**config.mk**
```make
export PLATFORM = sky130hd
export DESIGN_NAME = aes_dec_stream_adapter
export DESIGN_NICKNAME = d
export VERILOG_FILES = /design/src/rtl/aes_dec_stream_adapter.sv
export SDC_FILE = /design/constraint.sdc
export NUM_CORES = 1
export LEC_CHECK = 0
export BUFFER_PORTS_ARGS = -buffer_cell sky130_fd_sc_hd__buf_2
export CORE_ASPECT_RATIO = 0.7
export CORE_UTILIZATION = 40
export DETAILED_ROUTE_END_ITERATION = 6
export SYNTH_ARGS = -nofsm -noshare
export SYNTH_HDL_FRONTEND = slang
export SYNTH_SLANG_ARGS = --single-unit
```
**constraint.sdc**
```tcl
create_clock -name clk -period 2.5 [get_ports clk]
set_clock_uncertainty 0.2 [all_clocks]
set_input_delay 0.25 -clock clk [delete_from_list [all_inputs] [get_ports clk]]
set_output_delay 0.25 -clock clk [all_outputs]
set_load 0.01 [all_outputs]
```
**src/rtl/aes_dec_stream_adapter.sv**
```systemverilog
// Stream adapter around the combinational AES decrypt core: packs key and ciphertext words,
// waits a settle window, captures the plaintext and streams it back out as four words.
module aes_dec_stream_adapter #(
  parameter int unsigned KEY_LENGTH    = 128,
  parameter int unsigned SETTLE_CYCLES = 2
) (
  input  logic                  clk,
  input  logic                  reset_n,
  input  logic                  in_valid,
  output logic                  in_ready,
  input  logic [31:0]           in_data,
  input  logic                  in_is_key,
  output logic [0:127]          dec_cipher,
  output logic [0:KEY_LENGTH-1] dec_key,
  input  logic [0:127]          dec_plain,
  output logic                  out_valid,
  input  logic                  out_ready,
  output logic [31:0]           out_data,
  output logic                  out_last,
  output logic                  key_loaded,
  output logic                  busy
);

  localparam int unsigned Nk = KEY_LENGTH / 32;
  localparam int unsigned KW = $clog2(Nk);
  // Operands become visible to the core one edge after the last accept, so the settle
  // window is counted from there and the capture happens on the edge after it expires.
  localparam logic [3:0] WaitInit = 4'(SETTLE_CYCLES);

  typedef enum logic [1:0] {StLoad, StWait, StDrain} state_e;

  state_e                  state_q, state_d;
  logic [KW-1:0]           kcnt_q, kcnt_d;
  logic [1:0]              ccnt_q, ccnt_d;
  logic [3:0]              wcnt_q, wcnt_d;
  logic [1:0]              ocnt_q, ocnt_d;
  logic                    key_loaded_q, key_loaded_d;
  logic [0:KEY_LENGTH-1]   key_q;
  logic [0:127]            cipher_q;
  logic [0:127]            plain_q;
  logic                    key_we, cipher_we, plain_we;

  always_comb begin
    state_d      = state_q;
    kcnt_d       = kcnt_q;
    ccnt_d       = ccnt_q;
    wcnt_d       = wcnt_q;
    ocnt_d       = ocnt_q;
    key_loaded_d = key_loaded_q;
    key_we       = 1'b0;
    cipher_we    = 1'b0;
    plain_we     = 1'b0;
    in_ready     = 1'b0;
    out_valid    = 1'b0;
    out_data     = '0;
    out_last     = 1'b0;
    busy         = 1'b0;

    unique case (state_q)
      StLoad: begin
        in_ready = in_is_key | key_loaded_q;
        if (in_valid && in_ready) begin
          if (in_is_key) begin
            key_we = 1'b1;
            if (kcnt_q == KW'(Nk - 1)) begin
              kcnt_d       = '0;
              key_loaded_d = 1'b1;
            end else begin
              kcnt_d = kcnt_q + 1'b1;
              if (kcnt_q == '0) key_loaded_d = 1'b0;
            end
          end else begin
            cipher_we = 1'b1;
            ccnt_d    = ccnt_q + 2'd1;
            if (ccnt_q == 2'd3) begin
              state_d = StWait;
              wcnt_d  = WaitInit;
            end
          end
        end
      end
      StWait: begin
        busy = 1'b1;
        if (wcnt_q == 4'd0) begin
          plain_we = 1'b1;
          ocnt_d   = 2'd0;
          state_d  = StDrain;
        end else begin
          wcnt_d = wcnt_q - 4'd1;
        end
      end
      StDrain: begin
        busy      = 1'b1;
        out_valid = 1'b1;
        out_data  = plain_q[32*int'(ocnt_q) +: 32];
        out_last  = (ocnt_q == 2'd3);
        if (out_ready) begin
          ocnt_d = ocnt_q + 2'd1;
          if (ocnt_q == 2'd3) state_d = StLoad;
        end
      end
      default: state_d = StLoad;
    endcase
  end

  always_ff @(posedge clk) begin
    if (!reset_n) begin
      state_q      <= StLoad;
      kcnt_q       <= '0;
      ccnt_q       <= '0;
      wcnt_q       <= '0;
      ocnt_q       <= '0;
      key_loaded_q <= 1'b0;
      key_q        <= '0;
      cipher_q     <= '0;
      plain_q      <= '0;
    end else begin
      state_q      <= state_d;
      kcnt_q       <= kcnt_d;
      ccnt_q       <= ccnt_d;
      wcnt_q       <= wcnt_d;
      ocnt_q       <= ocnt_d;
      key_loaded_q <= key_loaded_d;
      for (int i = 0; i < int'(Nk); i++) begin
        if (key_we && kcnt_q == KW'(i)) key_q[32*i +: 32] <= in_data;
      end
      for (int i = 0; i < 4; i++) begin
        if (cipher_we && ccnt_q == 2'(i)) cipher_q[32*i +: 32] <= in_data;
      end
      if (plain_we) plain_q <= dec_plain;
    end
  end

  assign dec_cipher = cipher_q;
  assign dec_key    = key_q;
  assign key_loaded = key_loaded_q;

endmodule

```
==> flow_results.org <==
** Synthesis
- By area the synthesized netlist is led by dfxtp_1, nand2_1, a21boi_1.
- Summing the areas of all compound-gate instances in the mapped netlist gives a little under a fifth of the synthesized area.
- Sequential elements use between 40 and 50% of the synthesized area.
- Largest area contributor in the netlist :: dfxtp_1
- Yosys mapped the design onto 33 distinct sky130hd cell types.
- FFs w/ async S/R, synth :: 0%
- Of the total synthesized cell area, the portion taken by full adders, half adders and majority gates is 1.15%.
- Averaged over all synthesized cells, the footprint is ~8.6 sq um.
- Measured against the total synthesized area, the mux share comes to 4.55%.
- During synthesis, Yosys emitted a total of 0 warnings.
- In the synthesized netlist, the number of instances is 1888.
- Synth Net Count :: 2068
- Post-synthesis simple-gate area fraction :: between 20 and 25%
- XOR/XNOR Fraction of Synth Area :: 0.0538%
- The commonest cells after synthesis are nand2_1, dfxtp_1, a21boi_1, a21boi_0, clkbuf_1.
- nand2_1 is the most common cell in the netlist.
- Register bit total from synthesis :: between 300 and 400
- By area, the combinational part of the netlist is dominated by simple AND/OR/NAND/NOR gates.
- Post-synthesis instance area :: 16300 sq um
- Counting flops with a built-in enable in the synthesized netlist gives 0.
- Among all flip-flop cells after synthesis, the most frequent one is dfxtp_1.
- In this run the biggest area consumer among cell types represents between 40% and 50% of the synthesized area.

** STA
- Actual slew at the worst max-slew pin :: between 600 and 700 ps
- Final setup violation count :: 0
- Setup repair after global routing could not meet its margin everywhere.
- The final-report hold violation count was 0.
- Max-slew violation total from the final report :: 0
- Dividing the final minimum period by the clock period gives 99.2%.
- Setup ws final :: 20.2 ps
- Headroom to the max-slew limit came out at 55.0%.
- Fin crit period :: approximately 2500 ps
- Setup total negative slack on the finished layout was measured at 0 ps.
- Derived from the worst setup path, the maximum achievable clock frequency is between 0.4 and 0.5 GHz.
- Across all hold checks on the routed design, the worst slack comes to roughly 18 ps.

** Floorplanning
- Die Outline Area :: a little over 40000 sq um
- X dimension of the die :: about 240 um
- The die is 171 um tall.
- Initial Util :: slightly above 40%
- Site Rows :: 61
- CORE AREA :: roughly 40000 sq um
- Number of placed I/O pins :: 458

** Detailed routing
- Detailed routing placed a total of roughly 2800 um of wire on met3.
- The detailed router finished its first iteration with 884 violations.
- Highest routing layer actually used :: met4
- First-pass detailed-route iteration total :: 5
- After detailed routing, the number of remaining DRC violations is 0.
- Once detail routing completed, the nets flagged for antenna violations numbered 0.
- Routed wire per std cell :: about 18 um
- Met2 wire len :: 25100 um
- Summing over every cut layer, the via total after detailed routing is about 15000.
- Vias per Instance :: 4.96
- The detailed router put a total of around 23000 um of wire on met1.
- The final layout contains routed wiring with a total length of between 50000 and 60000 um.

** GRT
- The total overflow left after global routing is 0.
- Entering global routing, the biggest net connects roughly 130 pins.
- Wire length of the first global-routing pass :: 81600 um
- Number of global-route vias before repair :: ~15000
- Aggregate global-route resource usage :: 25.0%
- The initial antenna violation count is 0.

** Worst setup path
- Worst EP arrival :: between 2000 and 2500 ps
- Slowest stage cell, crit path :: mux4_2
- Crit path capture type :: primary output
- Data on the critical path is required at its endpoint by about 2100 ps.
- In this run the worst path has a maximum fanout of 5.
- Critical path origin :: ocnt_q[0]
- Maximum cell stage delay along the critical path :: around 500 ps
- Cell-by-cell listing of the critical path :: buf_12 > clkbuf_16 > mux4_2 > and2_4 > buf_6
- By startpoint and endpoint, the worst setup path is classified as flip-flop to primary output.
- Nature of the critical path startpoint :: flip-flop
- In this run the critical register-to-register path is launched from state_q[0].

** Placed design
- Post-Place Setup Slack :: 344 ps
- Buffers placed on the I/O ports in this run total approximately 460.
- Detailed placement finished with a half-perimeter wire length of around 35000 um.
- Routability-driven placement congestion ratio :: roughly 0.8

** CTS
- For this design, the sink count on the clock tree is approximately 400.
- The tree is rooted in a clkbuf_16.
- CTS clk-pin slew, worst paths :: roughly 60 ps
- Maximum buffer depth of the clock tree :: 3
- The H-tree was split into 2 levels.
- TritonCTS clock tree :: built
- Clock latency on the worst-skew pair, taken at its later pin, is 540 ps.
- Clock buffer count from CTS :: 41

** Pwr
- NetSw :: 2960 uW
- Maximum vdd ir drop :: approximately 430 uV
- The completed layout was analyzed and its total power is 13500 uW.
- Power share of the sequential group :: between 40% and 50%
- Cell internal power was estimated by the tool at between 10000 and 15000 uW.
- Per report_power, the clock group accounts for a little under half of the total.
- Power density normalized to cell area :: just over 600 nW/um^2
- Portion of total power attributed to combinational logic :: under 10%
- Summed over all cells, the static leakage comes to between 0.008 and 0.009 uW.
- Share of total power consumed by net switching :: between 20% and 30%

** Min path
- The startpoint identified for the worst hold timing path is reset_n.
- The min-delay analysis places its worst path in the category primary input to flip-flop.

** Outcome
- The run finished with clean final reports.

** Cells and area
- Counting the fill cells in the layout gives between 3000 and 4000.
- Post-layout net count :: around 2600
- Footprint of the flip-flops and latches :: between 7000 and 8000 sq um
- The number of antenna diodes in the final layout is 0.
- Fraction of layout cells with a size suffix above 1 :: roughly a quarter
- The multi-input combinational cells in the finished layout cover a total of ~7400 sq um.
- Synth-to-layout area growth :: 35.6%

** Run
- Across the run, the number of max-cap violations was 0.
-- final timing paths --
check,end,slack (ps),cells after the start
hold reg to reg,plain_q[69],250,2
hold / removal,wcnt_q[1],20,2
setup / recovery,out_data[18],20,5
setup reg to reg,dec_cipher[108],330,7
-- state kept, by name (all words and copies together), names as in the netlist --
name and cells:
dec_cipher 128, dec_key 128, plain_q 128, wcnt_q 4, ccnt_q 2, kcnt_q 2
ocnt_q 2, state_q 2, key_loaded 1
-- critical path, delay by kind of cell, from the launching register on --
kind	cells	cell delay (ps)
mux	1	500
flops	1	400
buf+inv	3	400
simple gates	1	180
-- power by group through the flow --
stage,Sequential (uW),Clock [uW],Combinational (uW)
2_1_floorplan,6540,0,293
3_3_place_gp,6530,0,585
3_5_place_dp,6530,0,588
4_1_cts,6380,6470,793
5_1_grt,6380,6740,856
6_report,6380,6330,798
-- metrics by stage --
step           instance area (sq um)  utilization, %  cells
2_1_floorplan                  16300               -   1888
3_3_place_gp                   18800            47.1   2744
3_5_place_dp                   18800            47.1   2744
4_1_cts                        21900            54.8   2983
5_1_grt                        22100            55.4   2993
6_report                       22100            55.4   2993
-- final cells by class --
type / instances / share of cell area, %
Sequential cell: 397 / 36.0
Multi-Input combinational cell: 1308 / 33.3
Timing Repair Buffer: 670 / 21.3
Clock buffer: 61 / 5.45
Tap cell: 535 / 3.03
Clock inverter: 13 / 0.804
Inverter: 9 / 0.153
-- metal layers --
layer	vias to the layer above	global-route usage (%)
li1	7186	-
met1	7069	32.2
met2	465	41.1
met3	136	4.17
met4	0	11.6
met5	-	0
-- cells by family after synthesis --
family / after synthesis
AOI/OAI and AO/OA: 408
and+or+nand+nor: 850
muxes: 34
adders and majority gates: 15
xor gates and xnor gates: 1
DFF: 397
buffers and inverters: 183
-- timing repair --
action                                 4_1_cts  5_1_grt
setup endpoints to repair                   28       21
cloned                                       1        2
buffers inserted                             1        8
resized for setup                            4       29
endpoints found under the hold margin      387        0
hold buffers                               163        0
-- cell usage in the layout (no fill, tap or decap), drive strengths merged, types with 2 or more instances in the layout --
| cell | instances |
|---|---|
| a211oi | 2 |
| a21boi | 386 |
| a21oi | 5 |
| and2 | 42 |
| buf | 505 |
| bufinv | 4 |
| clkbuf | 63 |
| clkinv | 6 |
| dfxtp | 397 |
| dlygate4sd3 | 163 |
| ha | 15 |
| inv | 11 |
| mux4 | 32 |
| nand2 | 786 |
| nand3 | 5 |
| nor2 | 8 |
| nor2b | 2 |
| nor3 | 2 |
| o21a | 2 |
| o21ai | 10 |
No activity file was read; power rests on OpenSTA's default activity.
